$ cat src/rtl/fpu_mul_except_pipe.sv
// Pipelined exception/special-case unit for the FP multiplier: classifies operands, selects special results, flags and accrues sticky flags.
// Optional macro FPU_MUL_DAZ_EN: subnormal operands are treated as signed zero.
module fpu_mul_except_pipe #(
    parameter int EXP_W   = 8,
    parameter int MAN_W   = 23,
    parameter int LATENCY = 2
) (
    input  logic                   clk,
    input  logic                   rst,
    input  logic                   in_valid,
    output logic                   in_ready,
    input  logic                   x_sign,
    input  logic [EXP_W-1:0]       x_exp,
    input  logic [MAN_W-1:0]       x_man,
    input  logic                   y_sign,
    input  logic [EXP_W-1:0]       y_exp,
    input  logic [MAN_W-1:0]       y_man,
    input  logic                   dp_ovf,
    input  logic                   dp_unf,
    input  logic                   dp_inexact,
    output logic                   out_valid,
    input  logic                   out_ready,
    output logic                   special_sel,
    output logic [EXP_W+MAN_W:0]   special_result,
    output logic [4:0]             flags,
    output logic [4:0]             sticky_flags,
    input  logic                   flags_clear
);

    localparam int RW = 1 + EXP_W + MAN_W;
    localparam int PW = 1 + RW + 5;

    logic x_man_nz, y_man_nz, x_emax, y_emax, x_ezero, y_ezero;
    logic x_zero, y_zero, x_inf, y_inf, x_snan, y_snan, x_qnan, y_qnan;
    logic r_sign;

    assign x_man_nz = |x_man;
    assign y_man_nz = |y_man;
    assign x_emax   = &x_exp;
    assign y_emax   = &y_exp;
    assign x_ezero  = ~|x_exp;
    assign y_ezero  = ~|y_exp;
`ifdef FPU_MUL_DAZ_EN
    assign x_zero   = x_ezero;
    assign y_zero   = y_ezero;
`else
    assign x_zero   = x_ezero & ~x_man_nz;
    assign y_zero   = y_ezero & ~y_man_nz;
`endif
    assign x_inf    = x_emax & ~x_man_nz;
    assign y_inf    = y_emax & ~y_man_nz;
    assign x_snan   = x_emax & x_man_nz & ~x_man[MAN_W-1];
    assign y_snan   = y_emax & y_man_nz & ~y_man[MAN_W-1];
    assign x_qnan   = x_emax & x_man[MAN_W-1];
    assign y_qnan   = y_emax & y_man[MAN_W-1];
    assign r_sign   = x_sign ^ y_sign;

    logic [RW-1:0] qnan_val, inf_val, zero_val;
    assign qnan_val = {1'b0, {EXP_W{1'b1}}, 1'b1, {(MAN_W-1){1'b0}}};
    assign inf_val  = {r_sign, {EXP_W{1'b1}}, {MAN_W{1'b0}}};
    assign zero_val = {r_sign, {(EXP_W+MAN_W){1'b0}}};

    logic          sel_c;
    logic [RW-1:0] res_c;
    logic [4:0]    flg_c;

    // First match wins; dp_* only matter once both operands are finite nonzero.
    always_comb begin
        sel_c = 1'b0;
        res_c = '0;
        flg_c = '0;
        if (x_snan | y_snan) begin
            sel_c = 1'b1;
            res_c = qnan_val;
            flg_c = 5'b10000;
        end else if (x_qnan | y_qnan) begin
            sel_c = 1'b1;
            res_c = qnan_val;
        end else if ((x_zero & y_inf) | (x_inf & y_zero)) begin
            sel_c = 1'b1;
            res_c = qnan_val;
            flg_c = 5'b10000;
        end else if (x_inf | y_inf) begin
            sel_c = 1'b1;
            res_c = inf_val;
        end else if (x_zero | y_zero) begin
            sel_c = 1'b1;
            res_c = zero_val;
        end else if (dp_ovf) begin
            sel_c = 1'b1;
            res_c = inf_val;
            flg_c = 5'b00101;
        end else begin
            flg_c = {3'b000, dp_unf & dp_inexact, dp_inexact};
        end
    end

    logic [LATENCY-1:0] vld_q, vld_d;
    logic [PW-1:0]      pay_q [LATENCY];
    logic [PW-1:0]      pay_d [LATENCY];
    logic [4:0]         sticky_q, sticky_d;
    logic               advance;

    assign advance = ~vld_q[LATENCY-1] | out_ready;

    // Bubble payloads are zeroed so idle outputs read as zero.
    always_comb begin
        vld_d    = vld_q;
        pay_d    = pay_q;
        sticky_d = sticky_q;
        if (advance) begin
            vld_d[0] = in_valid;
            pay_d[0] = in_valid ? {sel_c, res_c, flg_c} : '0;
            for (int i = 1; i < LATENCY; i++) begin
                vld_d[i] = vld_q[i-1];
                pay_d[i] = pay_q[i-1];
            end
        end
        if (vld_q[LATENCY-1] & out_ready)
            sticky_d = (flags_clear ? 5'b00000 : sticky_q) | pay_q[LATENCY-1][4:0];
        else if (flags_clear)
            sticky_d = '0;
    end

    always_ff @(posedge clk) begin
        if (rst) begin
            vld_q    <= '0;
            pay_q    <= '{default: '0};
            sticky_q <= '0;
        end else begin
            vld_q    <= vld_d;
            pay_q    <= pay_d;
            sticky_q <= sticky_d;
        end
    end

    assign in_ready     = advance;
    assign out_valid    = vld_q[LATENCY-1];
    assign {special_sel, special_result, flags} = pay_q[LATENCY-1];
    assign sticky_flags = sticky_q;

endmodule

$ cat config.mk
export PLATFORM = sky130hd
export DESIGN_NAME = fpu_mul_except_pipe
export DESIGN_NICKNAME = d
export VERILOG_FILES = /design/src/rtl/fpu_mul_except_pipe.sv
export SDC_FILE = /design/constraint.sdc
export NUM_CORES = 1
export LEC_CHECK = 0
export BUFFER_PORTS_ARGS = -buffer_cell sky130_fd_sc_hd__clkbuf_2
export CAP_MARGIN = 40
export CORE_ASPECT_RATIO = 1.2
export CORE_MARGIN = 2
export CORE_UTILIZATION = 30
export CTS_BUF_LIST = sky130_fd_sc_hd__clkbuf_4 sky130_fd_sc_hd__clkbuf_8 sky130_fd_sc_hd__clkbuf_16
export DETAILED_ROUTE_END_ITERATION = 12
export GPL_TIMING_DRIVEN = 0
export PLACE_DENSITY = 0.66
export RECOVER_POWER = 100
export SLEW_MARGIN = 15
export SYNTH_ARGS = -nofsm -noshare
export SYNTH_HDL_FRONTEND = slang
export SYNTH_SLANG_ARGS = --single-unit
$ cat constraint.sdc
create_clock -name clk -period 4.55 [get_ports clk]
set_input_delay 0.2275 -clock clk [delete_from_list [all_inputs] [get_ports clk]]
set_output_delay 0.2275 -clock clk [all_outputs]
set_load 0.02 [all_outputs]
# Yosys cells after proc, flatten, opt, wreduce, memory -nomap -nowiden

Cells that the tools add are included.

Input bits: 72
Bits in registers: 83
Output and inout bits: 45

Bitwise gates (word level): 27
Reductions and logical operators: 8
Mux-type cells: 21

Operator list:

| cell              | count |
|---|---|
| $mux W32          | 6 |
| $reduce_or A23 Y1 | 2 |
| $mux W38          | 1 |
| $mux W5           | 5 |
| $reduce_and A8 Y1 | 2 |
| $reduce_or A8 Y1  | 2 |
| $and A1 B1 Y1     | 14 |
| $mux W3           | 3 |
| $mux W1           | 6 |
| $or A1 B1 Y1      | 6 |
| $not A1 Y1        | 5 |
| $or A5 B5 Y5      | 1 |
| $logic_not A1 Y1  | 2 |
| $xor A1 B1 Y1     | 1 |

# Longest topological paths before layout

Gate-level depths: netlist (run 1).

Word-level depth: 10
Mapped depth: 6
Depth with buffers taken out: 6

# Worst setup path before layout (run 1)

No wires, ideal clock.

Kind: in2reg
Start point: input x_man[16]
End point: register pay_q[75] in the netlist's numbering
Arrival time: 1.676 ns
Slack: 2.752 ns
Buffers on the path: 0
Stages on the path: 6
Cell sequence: nor4_1 nand4_1 o21a_1 a211o_1 or2_1 a221o_1

Longest elaborated chain between the ends: 10
Elaborated cells between the ends (all ways): 18
Those cells by class: 6 x mux; 11 x bitwise; 1 x reduce/logical

Ends and longest elaborated chain:

| item                 | line   | text |
|---|---|---|
| from (decl)          | 14     | `input logic [MAN_W-1:0] x_man,` |
| $reduce_or A23 Y1 *  | 37     | `assign x_man_nz = \|x_man;` |
| $not A1 Y1           | 47, 50 |  |
| $and A1 B1 Y1        | 47     | `assign x_zero = x_ezero & ~x_man_nz;` |
| $or A1 B1 Y1         | 86     | `end else if (x_zero \| y_zero) begin` |
| $mux W1              | 86     |  |
| $mux W1              | 83     | `end else if (x_inf \| y_inf) begin` |
| $mux W1              | 79     | `end else if ((x_zero & y_inf) \| (x_inf & y_zero)) begin` |
| $mux W1              | 76     | `end else if (x_qnan \| y_qnan) begin` |
| $mux W1 *            | 72     | `if (x_snan \| y_snan) begin` |
| $mux W38 *           | 113    | `pay_d[0] = in_valid ? {sel_c, res_c, flg_c} : '0;` |
| to (signal assigned) | 132    | `pay_q <= pay_d;` |
| to (decl)            | 99     | `logic [PW-1:0] pay_q [LATENCY];` |

Every way passes the cells marked *; elsewhere a longest branch is shown, timed or not.
A chain may end at the register's enable or synchronous reset.

# Final worst setup path (run 1)

Start point: input y_man[16]
End point: register pay_q[75] in the netlist's numbering

Longest elaborated chain between the ends: 10
Elaborated cells between the ends (all ways): 18
Those cells by class: 6 x mux; 11 x bitwise; 1 x reduce/logical

Ends and longest elaborated chain:

| item                | line   | text |
|---|---|---|
| from (decl)         | 17     | `input logic [MAN_W-1:0] y_man,` |
| $reduce_or A23 Y1 * | 38     | `assign y_man_nz = \|y_man;` |
| $not A1 Y1          | 48, 51 |  |
| $and A1 B1 Y1       | 48     | `assign y_zero = y_ezero & ~y_man_nz;` |
| $or A1 B1 Y1        | 86     |  |
| $mux W1             | 86     |  |
| $mux W1             | 83     |  |
| $mux W1             | 79     |  |
| $mux W1             | 76     |  |
| $mux W1 *           | 72     |  |
| $mux W38 *          | 113    |  |

Marks and branches as above.

==> impl_metrics.csv, run 1 <==
group,metric,value,unit
job,maxCapViolCount,0,
yosys,synth_edf_count,0,
sta,tns,0,ps
sta,fin_worst_skew,2.22,ps
clocking,post_cts.repair.setup_buffers,0,
sta,post-route-period-util,40.3,%
clocking,cts_tree,"yes",
yosys,synth_area_leaders,"dfxtp_1, buf_4, nand2_1",
worst_setup_path,path_max_fanout,4,
worst_setup_path,setup.worst_path.class,"input pin to flip-flop",
worst_setup_path,regToRegSetupSlack,2840,ps
route,ant_nets,0,
sta,relSlewSlack,64.8,%
route,wl_per_cell,10.1,µm
cells_and_area,final_cell_mix,"clkbuf_2, buf_4, nand2_1",
placed_design,gp_congestion,0.803,
worst_setup_path,r2r_end,"pay_q[73]$_SDFFE_PP0P_",
sta,drv_slew,0,
clocking,cts_htree_levels,1,
clocking,cts_resized,0,
min_path,min_to,"pay_q[39]$_SDFFE_PP0P_",
outcome,status,"complete, no violations",
sta,rsz0062_at_grt,"false",
global_route,grt_start_max_net_pins,12,
yosys,synth_area,1350,µm²
cells_and_area,antenna_cells,0,
cells_and_area,synthToLayoutAreaGrowth,47.1,%
clocking,hold_buffers,0,
placed_design,portBuffers,91,
worst_setup_path,required,4690,ps
yosys,synth_seq_cells,22,
worst_setup_path,start_kind,"input pin",
clocking,cts.clk_slew.worst_paths,70,ps
global_route,grt_pass1_vias,1447,
power_and_ir_drop,p_per_area,209,nW/µm²
route,via_count,1527,
sta,setup_viol,0,
cells_and_area,fin_nets,367,
clocking,cts_buffers,3,
sta,period_needed,1830,ps
route,drtPass1Iterations,4,
global_route,grt_antenna_before_repair,0,
sta,worstMarginPinSlew,526,ps
global_route,grt_pass1_wl,6.02,mm
min_path,worst_hold_startpoint,"dp_unf",
worst_setup_path,critPathArrivalTime,1980,ps
floorplan,io_pins,117,
power_and_ir_drop,ir_drop,87.7,µV
cells_and_area,fin_area,1990,µm²
cells_and_area,fill_cells,467,
min_path,whs_path_depth,3,
route,routed_wirelength,3.51,mm
yosys,netlist_instances,176,
worst_setup_path,r2r-start,"vld_q[1]$_SDFFE_PP0P_",
cells_and_area,final_common_cell,"clkbuf_2",
min_path,hold_path.class,"input pin to flip-flop",
placed_design,hpwl,3.13,mm
sta,hold_viol_final,0,
power_and_ir_drop,power.leakage,0.964,nW
worst_setup_path,end_kind,"flip-flop",
yosys,ys.flop_type,"dfxtp_1",
clocking,clock_sinks,22,
placed_design,dpl_cell_area,1960,µm²
floorplan,initial_core_util,31.4,%
global_route,overflow,0,
clocking,cts_root_buffer,"clkbuf_8",
yosys,synth_top_cell_area_share,32.6,%
global_route,track_usage,14.4,%
yosys,yosys.area.top_type,"dfxtp_1",
yosys,syn_avg_cell_area,7.67,µm²
floorplan,die_w,65.2,µm
worst_setup_path,reg2reg_depth,5,
floorplan,core_area,4290,µm²
route,initialDrtViolationCount,45,
route,drc,0,
yosys,synth_cell_types,32,
yosys,synth_seq_area_share,32.6,%
yosys,synth_warnings,0,
route,vias_per_cell,4.38,
clocking,insertion_delay,250,ps
floorplan,die_h,77.5,µm
floorplan,num_rows,26,
cells_and_area,drive_above_1_share,40.6,%
yosys,async_reset_ff_share,0,%
floorplan,die_area,5060,µm²
clocking,cts_buffer_depth,2,
sta,fmax,0.545,GHz
## Yosys cell counts (all sizes together), types with 2 or more instances
library cell,number
nand3,2
dfxtp,22
o21ai,3
a21oi,12
nor3,6
a32oi,4
o21a,2
buf,38
clkbuf,4
nand2,28
nand4,6
nor2,12
nor4,15
a32o,2
or2,2
inv,3
## metal layers
metal	vias to the layer above	routed length, µm	GRT usage [%]
met5	-	0	0
met4	0	13	3.13
met3	2	329	2.90
met2	72	1800	26.7
met1	641	1360	16.7
li1	812	-	-
## stage by stage
step           setup slack (ps)  power [mW]  instances  hold WS (ps)  util, %
5_1_grt                    2520       0.436        349           225     46.2
2_1_floorplan              2750       0.265        199           368        -
6_report                   2720       0.414        349           221     46.2
4_1_cts                    2730       0.420        349           220     46.6
3_3_place_gp               2480       0.306        346           441     45.7
3_5_place_dp               2460       0.307        346           444     45.7
## worst max-delay path by stage
| stage | depth (start not counted) | to | from | slack [ps] |
|---|---|---|---|---|
| 6_report | 7 | pay_q[75]$_SDFFE_PP0P_ | y_man[16] | 2720 |
| 5_1_grt | 7 | pay_q[75]$_SDFFE_PP0P_ | y_man[16] | 2520 |
| 3_5_place_dp | 7 | pay_q[75]$_SDFFE_PP0P_ | y_man[16] | 2460 |
| 4_1_cts | 7 | pay_q[75]$_SDFFE_PP0P_ | y_man[16] | 2730 |
| 2_1_floorplan | 6 | pay_q[75]$_SDFFE_PP0P_ | x_man[16] | 2750 |
| 3_3_place_gp | 7 | pay_q[75]$_SDFFE_PP0P_ | x_man[16] | 2480 |
## report_power, final
group / internal [mW] / switching (mW)
combinational: 0.0483 / 0.0522
sequential: 0.197 / 0.00360
clock: 0.0588 / 0.0541
## state kept, by name, indices dropped and copies added, names as in the netlist
name,cells
pay_q,8
flags,4
sticky_flags,4
special_result,3
vld_q,2
special_sel,1
## final cells by class
cell class	count	area, µm²	share of cell area, %
Inverter	3	11.3	0.567
Tap cell	56	70.1	3.53
Timing Repair Buffer	91	438	22.1
Sequential cell	22	440	22.2
Multi-Input combinational cell	132	684	34.5
Buffer	42	300	15.1
Clock buffer	3	41.3	2.08
## kinds of logic after synthesis
logic type / share of synthesized area (%)
other cells: 0.278
simple gates: 26.3
compound gates: 17.1
xor+xnor: 0.649
buf+inv: 23.1
flops: 32.6
## critical path, cell delays in order
cell	delay, ps
clkbuf_2	80
nor4_1	290
nand4_1	230
o21a_1	240
a211o_1	290
or2_0	290
a221o_1	330
Power figures use the tool's default switching activity.
==> inputs of run 2 (changes only) <==
Clock period 4.55 ns to 1.7 ns, I/O delays scaled along.
==> impl_metrics.csv, run 2 (synthesized netlist as in run 1, its figures left out) <==
group,metric,value,unit
min_path,hold_path.class,"input pin to flip-flop",
clocking,hold_buffers,0,
floorplan,die_area,5060,µm²
cells_and_area,multi_input_area,711,µm²
clocking,cts_root_buffer,"clkbuf_8",
outcome,status,"complete, no violations",
global_route,grt_pass1_wl,6.06,mm
clocking,insertion_delay,250,ps
route,drtPass1Iterations,4,
power_and_ir_drop,ir_drop,233,µV
route,wl_per_cell,10.4,µm
floorplan,core_area,4290,µm²
cells_and_area,final_common_cell,"clkbuf_2",
placed_design,hpwl,3.13,mm
worst_setup_path,path_max_fanout,4,
global_route,track_usage,14.5,%
floorplan,die_h,77.5,µm
sta,period_needed,1640,ps
sta,hold_viol_final,0,
cells_and_area,drive_above_1_share,43.1,%
clocking,cts.clk_slew.worst_paths,70,ps
worst_setup_path,setup.worst_path.class,"input pin to flip-flop",
placed_design,portBuffers,91,
cells_and_area,utilization,47.3,%
cells_and_area,final_cell_mix,"clkbuf_2, buf_4, nand2_1",
cells_and_area,seq_area,440,µm²
route,drc,0,
cells_and_area,synthToLayoutAreaGrowth,50.3,%
route,vias_per_cell,4.42,
global_route,grt_antenna_before_repair,0,
route,routed_wirelength,3.64,mm
floorplan,die_w,65.2,µm
floorplan,io_pins,117,
global_route,grt_start_max_net_pins,12,
global_route,overflow,0,
worst_setup_path,start_kind,"input pin",
cells_and_area,antenna_cells,0,
route,via_count,1552,
global_route,grt_pass1_vias,1456,
cells_and_area,largest_register_ff_count,8,
power_and_ir_drop,power.leakage,0.982,nW
sta,setup_viol,0,
sta,fin_worst_skew,1.78,ps
clocking,cts_buffer_depth,2,
clocking,cts_htree_levels,1,
worst_setup_path,critPathArrivalTime,1780,ps
cells_and_area,fill_cells,468,
cells_and_area,top_register,"pay_q",
sta,fmax,0.610,GHz
placed_design,gp_congestion,0.803,
clocking,clock_sinks,22,
power_and_ir_drop,p_per_area,550,nW/µm²
sta,post-route-period-util,96.4,%
sta,drv_slew,0,
floorplan,num_rows,26,
clocking,cts_buffers,3,
worst_setup_path,required,1840,ps
route,initialDrtViolationCount,41,
job,maxCapViolCount,0,
worst_setup_path,end_kind,"flip-flop",
cells_and_area,fin_nets,369,
floorplan,initial_core_util,31.4,%
route,ant_nets,0,
power_and_ir_drop,total_power,1.12,mW
sta,rsz0062_at_grt,"true",
clocking,cts_tree,"yes",
## run 2: worst paths after layout
path	slack, ps	depth (start not counted)	from	endpoint
setup / recovery	60	7	x_man[16]	pay_q[75]$_SDFFE_PP0P_
hold reg to reg	450	2	special_result[22]$_SDFFE_PP0P_	special_result[22]$_SDFFE_PP0P_
hold / removal	90	3	dp_unf	pay_q[39]$_SDFFE_PP0P_
setup reg to reg	150	5	vld_q[1]$_SDFFE_PP0P_	pay_q[73]$_SDFFE_PP0P_
## run 2: timing repair
action | 4_1_cts | 5_1_grt
buffers inserted | 0 | 2
gates resized for setup | 1 | 7
endpoints found under the setup margin | 1 | 5
pin swaps | 0 | 2
## run 2: routing by layer
metal / track usage, % / part of all wire [%] / vias up
met3: 2.90 / 9.1 / 4
li1: - / - / 815
met5: 0 / 0 / -
met1: 16.6 / 38 / 659
met4: 3.13 / 0.58 / 0
met2: 27.1 / 53 / 74
## run 2: area by class of cell
cell class,count,share of cell area (%)
multi-input cells,132,35.0
repair buffers,93,22.4
flip-flops and latches,22,21.7
plain buffers,42,14.9
well taps,56,3.45
clock buffers,3,2.03
inverters,3,0.555
## run 2: through the flow
| stage | area [µm²] | TNS [ps] | setup WS [ps] | instances | hold WS (ps) |
|---|---|---|---|---|---|
| detailed placement | 1960 | -540 | -244 | 346 | 350 |
| finish | 2030 | 0 | 61.2 | 351 | 85.4 |
| CTS | 2010 | 0 | 22.3 | 349 | 77.8 |
| global route | 2030 | -55.5 | -46.2 | 351 | 82.6 |
| floorplan | 1440 | 0 | 44.4 | 199 | 225 |
| global placement | 1960 | -449 | -232 | 346 | 349 |
## run 2: report_power, final
part	internal, mW	leakage, nW	switching (mW)
combinational	0.131	0.781	0.145
clock	0.157	0.0216	0.143
sequential	0.529	0.179	0.00957
total	0.817	0.982	0.298
## run 2: critical path, cell delays in order
cell and delay (ps):
clkbuf_2 100, nor4_4 250, nand4_1 190, o21a_1 220
a211o_1 330, or2_4 280, a221o_1 310
